--- src/rtl/alu_share_pkg.sv ---
// alu_share_pkg
//   Shared encodings for the two-requester ALU share arbiter:
//   ALU operation selects and the output-register FSM states.
package alu_share_pkg;

    typedef enum logic [1:0] {
        OP_AND = 2'b00,
        OP_ADD = 2'b01,
        OP_OR  = 2'b10,
        OP_XOR = 2'b11
    } op_e;

    typedef enum logic {
        ST_IDLE = 1'b0,  // output register empty
        ST_FULL = 1'b1   // output register holds a result for the consumer
    } state_e;

endpackage

--- src/rtl/alu_op_unit.sv ---
// alu_op_unit
//   Combinational WIDTH-bit four-function ALU (AND / ADD / OR / XOR).
//   Ports:
//     a, b    in   WIDTH  operands
//     op      in   op_e   operation select
//     result  out  WIDTH  operation result (ADD wraps modulo 2^WIDTH)
//     carry   out  1      carry-out of ADD, 0 for the bitwise ops
module alu_op_unit
    import alu_share_pkg::*;
#(
    parameter int WIDTH = 5
) (
    input  logic [WIDTH-1:0] a,
    input  logic [WIDTH-1:0] b,
    input  op_e              op,
    output logic [WIDTH-1:0] result,
    output logic             carry
);

    logic [WIDTH:0] sum;

    assign sum = {1'b0, a} + {1'b0, b};

    always_comb begin
        result = '0;
        carry  = 1'b0;
        unique case (op)
            OP_AND: result = a & b;
            OP_ADD: begin
                result = sum[WIDTH-1:0];
                carry  = sum[WIDTH];
            end
            OP_OR:  result = a | b;
            OP_XOR: result = a ^ b;
            default: result = '0;
        endcase
    end

endmodule

--- src/rtl/alu_share_arbiter.sv ---
// alu_share_arbiter
//   Shares one alu_op_unit between two requesters. Requests are granted
//   round-robin, the result is held in a one-entry output register and
//   returned on a single response channel tagged with the requester id.
//   Ports:
//     clk, reset   clock; synchronous active-high reset
//     req_valid    in   2        per-requester valid
//     req_ready    out  2        per-requester accept (one-hot or zero)
//     req_a/req_b  in   2*WIDTH  operands, requester i at [i*WIDTH +: WIDTH]
//     req_sel      in   4        op select, requester i at [2i +: 2]
//     resp_valid   out  1        held result valid
//     resp_ready   in   1        consumer accepts result
//     resp_data    out  WIDTH    held result
//     resp_id      out  1        requester owning resp_data
//     op_count     out  CNT_W    accepted-request counter (wraps)
//     resp_carry   out  1        ADD carry-out, only with ALU_SHARE_CARRY_OUT_EN
//   Build option: define ALU_SHARE_CARRY_OUT_EN to add resp_carry.
module alu_share_arbiter
    import alu_share_pkg::*;
#(
    parameter int WIDTH = 5,
    parameter int CNT_W = 8
) (
    input  logic               clk,
    input  logic               reset,
    input  logic [1:0]         req_valid,
    output logic [1:0]         req_ready,
    input  logic [2*WIDTH-1:0] req_a,
    input  logic [2*WIDTH-1:0] req_b,
    input  logic [3:0]         req_sel,
    output logic               resp_valid,
    input  logic               resp_ready,
    output logic [WIDTH-1:0]   resp_data,
    output logic               resp_id,
    output logic [CNT_W-1:0]   op_count
`ifdef ALU_SHARE_CARRY_OUT_EN
    ,
    output logic               resp_carry
`endif
);

    state_e             state_q, state_d;
    logic               last_grant_q, last_grant_d;
    logic [WIDTH-1:0]   resp_data_q, resp_data_d;
    logic               resp_id_q, resp_id_d;
    logic [CNT_W-1:0]   op_count_q, op_count_d;

    logic               can_acc;
    logic               grant;
    logic               accept;
    logic [WIDTH-1:0]   mux_a, mux_b;
    logic [1:0]         mux_sel;
    logic [WIDTH-1:0]   alu_result;

    // Winner: a lone valid requester wins; on contention the one not
    // granted last time wins. With nothing valid the value is unused.
    always_comb begin
        unique case (req_valid)
            2'b01:   grant = 1'b0;
            2'b10:   grant = 1'b1;
            2'b11:   grant = ~last_grant_q;
            default: grant = 1'b0;
        endcase
    end

    // A full register can reload in the same cycle it drains.
    assign can_acc = (state_q == ST_IDLE) | resp_ready;
    assign accept  = can_acc & (|req_valid);

    always_comb begin
        req_ready        = 2'b00;
        req_ready[grant] = accept;
    end

    assign mux_a   = grant ? req_a[WIDTH +: WIDTH] : req_a[0 +: WIDTH];
    assign mux_b   = grant ? req_b[WIDTH +: WIDTH] : req_b[0 +: WIDTH];
    assign mux_sel = grant ? req_sel[3:2]          : req_sel[1:0];

`ifdef ALU_SHARE_CARRY_OUT_EN
    logic alu_carry;
    logic resp_carry_q, resp_carry_d;
`else
    logic alu_carry_unused;
`endif

    alu_op_unit #(
        .WIDTH (WIDTH)
    ) u_alu (
        .a      (mux_a),
        .b      (mux_b),
        .op     (op_e'(mux_sel)),
        .result (alu_result),
`ifdef ALU_SHARE_CARRY_OUT_EN
        .carry  (alu_carry)
`else
        .carry  (alu_carry_unused)
`endif
    );

    always_comb begin
        state_d      = state_q;
        last_grant_d = last_grant_q;
        resp_data_d  = resp_data_q;
        resp_id_d    = resp_id_q;
        op_count_d   = op_count_q;
`ifdef ALU_SHARE_CARRY_OUT_EN
        resp_carry_d = resp_carry_q;
`endif
        if (accept) begin
            state_d      = ST_FULL;
            last_grant_d = grant;
            resp_data_d  = alu_result;
            resp_id_d    = grant;
            op_count_d   = op_count_q + CNT_W'(1);
`ifdef ALU_SHARE_CARRY_OUT_EN
            resp_carry_d = alu_carry;
`endif
        end else if (state_q == ST_FULL && resp_ready) begin
            state_d = ST_IDLE;
        end
    end

    always_ff @(posedge clk) begin
        if (reset) begin
            state_q      <= ST_IDLE;
            last_grant_q <= 1'b1;  // requester 0 wins the first contention
            resp_data_q  <= '0;
            resp_id_q    <= 1'b0;
            op_count_q   <= '0;
`ifdef ALU_SHARE_CARRY_OUT_EN
            resp_carry_q <= 1'b0;
`endif
        end else begin
            state_q      <= state_d;
            last_grant_q <= last_grant_d;
            resp_data_q  <= resp_data_d;
            resp_id_q    <= resp_id_d;
            op_count_q   <= op_count_d;
`ifdef ALU_SHARE_CARRY_OUT_EN
            resp_carry_q <= resp_carry_d;
`endif
        end
    end

    assign resp_valid = (state_q == ST_FULL);
    assign resp_data  = resp_data_q;
    assign resp_id    = resp_id_q;
    assign op_count   = op_count_q;
`ifdef ALU_SHARE_CARRY_OUT_EN
    assign resp_carry = resp_carry_q;
`endif

endmodule

--- config.mk ---
export PLATFORM = sky130hd
export DESIGN_NAME = alu_share_arbiter
export DESIGN_NICKNAME = d
export VERILOG_FILES = /design/src/rtl/alu_share_pkg.sv /design/src/rtl/alu_op_unit.sv /design/src/rtl/alu_share_arbiter.sv
export SDC_FILE = /design/constraint.sdc
export NUM_CORES = 1
export LEC_CHECK = 0
export ABC_AREA = 1
export CAP_MARGIN = 20
export CELL_PAD_IN_SITES_DETAIL_PLACEMENT = 1
export CELL_PAD_IN_SITES_GLOBAL_PLACEMENT = 1
export CORE_MARGIN = 2
export CORE_UTILIZATION = 32
export DETAILED_ROUTE_END_ITERATION = 8
export GPL_TIMING_DRIVEN = 1
export HOLD_SLACK_MARGIN = 0.02
export PLACE_DENSITY_LB_ADDON = 0.1
export SYNTH_ARGS = -nofsm -noshare
export SYNTH_HDL_FRONTEND = slang
export SYNTH_HIERARCHICAL = 1
export SYNTH_SLANG_ARGS = --single-unit
--- constraint.sdc ---
create_clock -name clk -period 6.2 [get_ports clk]
set_input_delay 0.62 -clock clk [delete_from_list [all_inputs] [get_ports clk]]
set_output_delay 0.62 -clock clk [all_outputs]
set_load 0.01 [all_outputs]
==> results_dict.tcl <==
set metrics [dict create \
    outcome "complete, no violations" \
    mostFrequentLayoutCell "nand2_1" \
    p_int_mw 0.212 \
    slew_headroom_pct 65.8 \
    yosys_warnings 6 \
    tritoncts "yes" \
    drive_above_1_share_pct 8.91 \
    rsz0062_at_grt "no" \
    syn_area_um2 1290 \
    final_area_um2 1820 \
    dieArea_um2 4560 \
    routed-wl-met3_um 94 \
    first_pass_iters 4 \
    comb_power_share_pct 39.0 \
    postRouteAntennaNets 0 \
    via_per_inst 4.66 \
    max_freq_mhz 337 \
    cp.required_ns 6.34 \
    synth_cells 203 \
    finalSetupViolations 0 \
    worst_pin_slew_ns 0.512 \
    worstPathArrival_ns 3.11 \
    wirelength_um 3110 \
    p_switching_mw 0.102 \
    peakVddDrop_v 0.0000641 \
    synthesis.nets 244 \
    globalRouteOverflowTotal 0 \
    gr-usage-all-layers_pct 15.8 \
    die_h_um 67.5 \
    cp-start-kind "input port" \
    nets 290 \
    fin_crit_sh_pct 47.8 \
    syn_to_final_growth_pct 40.9 \
    path_clk_slew_ns 0.06 \
    drtIter0Drc 32 \
    clockRootBuffer "clkbuf_8" \
    clock_latency_ns 0.24 \
    start_util_pct 32.8 \
    worst-r2r-setup-slack_ns 3.81 \
    ioPinCount 46 \
    power.share.switching_pct 32.5 \
    numPortBuffers 45 \
    highest_layer "met4" \
    cellLeakagePower_nw 0.843 \
    period_needed_ns 2.96 \
    drv_cap 0 \
    rows 23 \
    cts_num_sinks 16 \
    worst_slack_ns 3.24 \
    cp_max_fo 15 \
    clockBufferDepth 2 \
    avgRoutedWirePerCell_um 10.5 \
    place_area_um2 1780 \
    grt_pass1_wl_um 5540 \
    maxSlewViolCount 0 \
    final_cell_mix "66 x nand2_1, 45 x clkdlybuf4s50_1, 28 x nor2_1" \
    wl_met2_um 1610 \
    end_kind "flop" \
    worstSetupPathType "in -> reg" \
    hold_viol_final 0 \
    grt_max_degree 16 \
    ctsResizeCount 0 \
    hold_class "reg -> reg" \
    hold_buffers 0 \
    seqPwrFrac_pct 36.9 \
    routabilityCongestion 0.788 \
    htreeDepth 1 \
    power_density_nw_per_um2 173 \
    post-place-ws_ns 2.94 \
    postCtsSetupRepairBufs 0 \
    coreArea_um2 3940 \
    drcViolationCount 0 \
    tns_ns 0 \
    met1_length_um 1360 \
    clockPowerShare_pct 24.1 \
    diodes 0 \
    grt_pass1_vias 1369 \
    dp_hpwl_um 2590 \
    fp.dieW_um 67.5 \
    num_vias 1385 \
    antenna_found_initial 0 \
    fin_worst_skew_ns 0.00203 \
    syn_area_per_cell_um2 6.36 \
    cts_buffers 3 \
]
[through the flow]
| step | total power [mW] | cells | util [%] | hold WS, ns |
|---|---|---|---|---|
| after detailed placement | 0.243 | 294 | 45.1 | 0.468 |
| final | 0.314 | 297 | 46.1 | 0.484 |
| after global placement | 0.242 | 294 | 45.1 | 0.459 |
| after CTS | 0.320 | 297 | 46.1 | 0.476 |
| after global routing | 0.341 | 297 | 46.1 | 0.511 |
| after floorplan | 0.194 | 203 | - | 0.477 |
[power by group through the flow]
stage               registers (mW)  logic [mW]  clock network, mW
finish                       0.116       0.122             0.0758
global route                 0.117       0.141             0.0832
CTS                          0.116       0.125             0.0792
detailed placement           0.119       0.125                  0
global placement             0.118       0.123                  0
floorplan                    0.121      0.0728                  0
[critical path, cell delays in order]
cell             delay, ns
clkdlybuf4s50_1       0.49
a21oi_4               0.40
inv_2                 0.19
nand2_1               0.10
nand2_1               0.07
ha_1                  0.24
fa_1                  0.40
or2_1                 0.24
nand3_1               0.06
o2111ai_1             0.12
o21ai_2               0.15
nor2_1                0.04
[routing by layer]
layer / vias to the layer above / global-route usage, %
met5: - / 0
met3: 2 / 1.50
met1: 628 / 17.8
li1: 727 / -
met4: 0 / 6.89
met2: 28 / 29.7
[cell type report]
cell class	instances	area, µm²
clock buffer	3	41.3
fill	540	2120
inverter	28	105
multi-input combinational	155	840
sequential	16	320
tap	50	62.6
timing repair buffer	45	450
[state kept, by name, summed over array words and instances, names as in the netlist]
register,cells
resp_id,1
resp_data,5
op_count,8
resp_valid,1
last_grant_q,1
[final timing paths]
path,end,depth (start not counted),startpoint
worst min register to register,resp_data[1],2,resp_data[1]
worst min-delay path,resp_data[1],2,resp_data[1]
worst max register to register,resp_data[2],11,last_grant_q
worst max-delay path,resp_data[2],12,req_valid[0]
No activity file was read; power rests on OpenSTA's default activity.
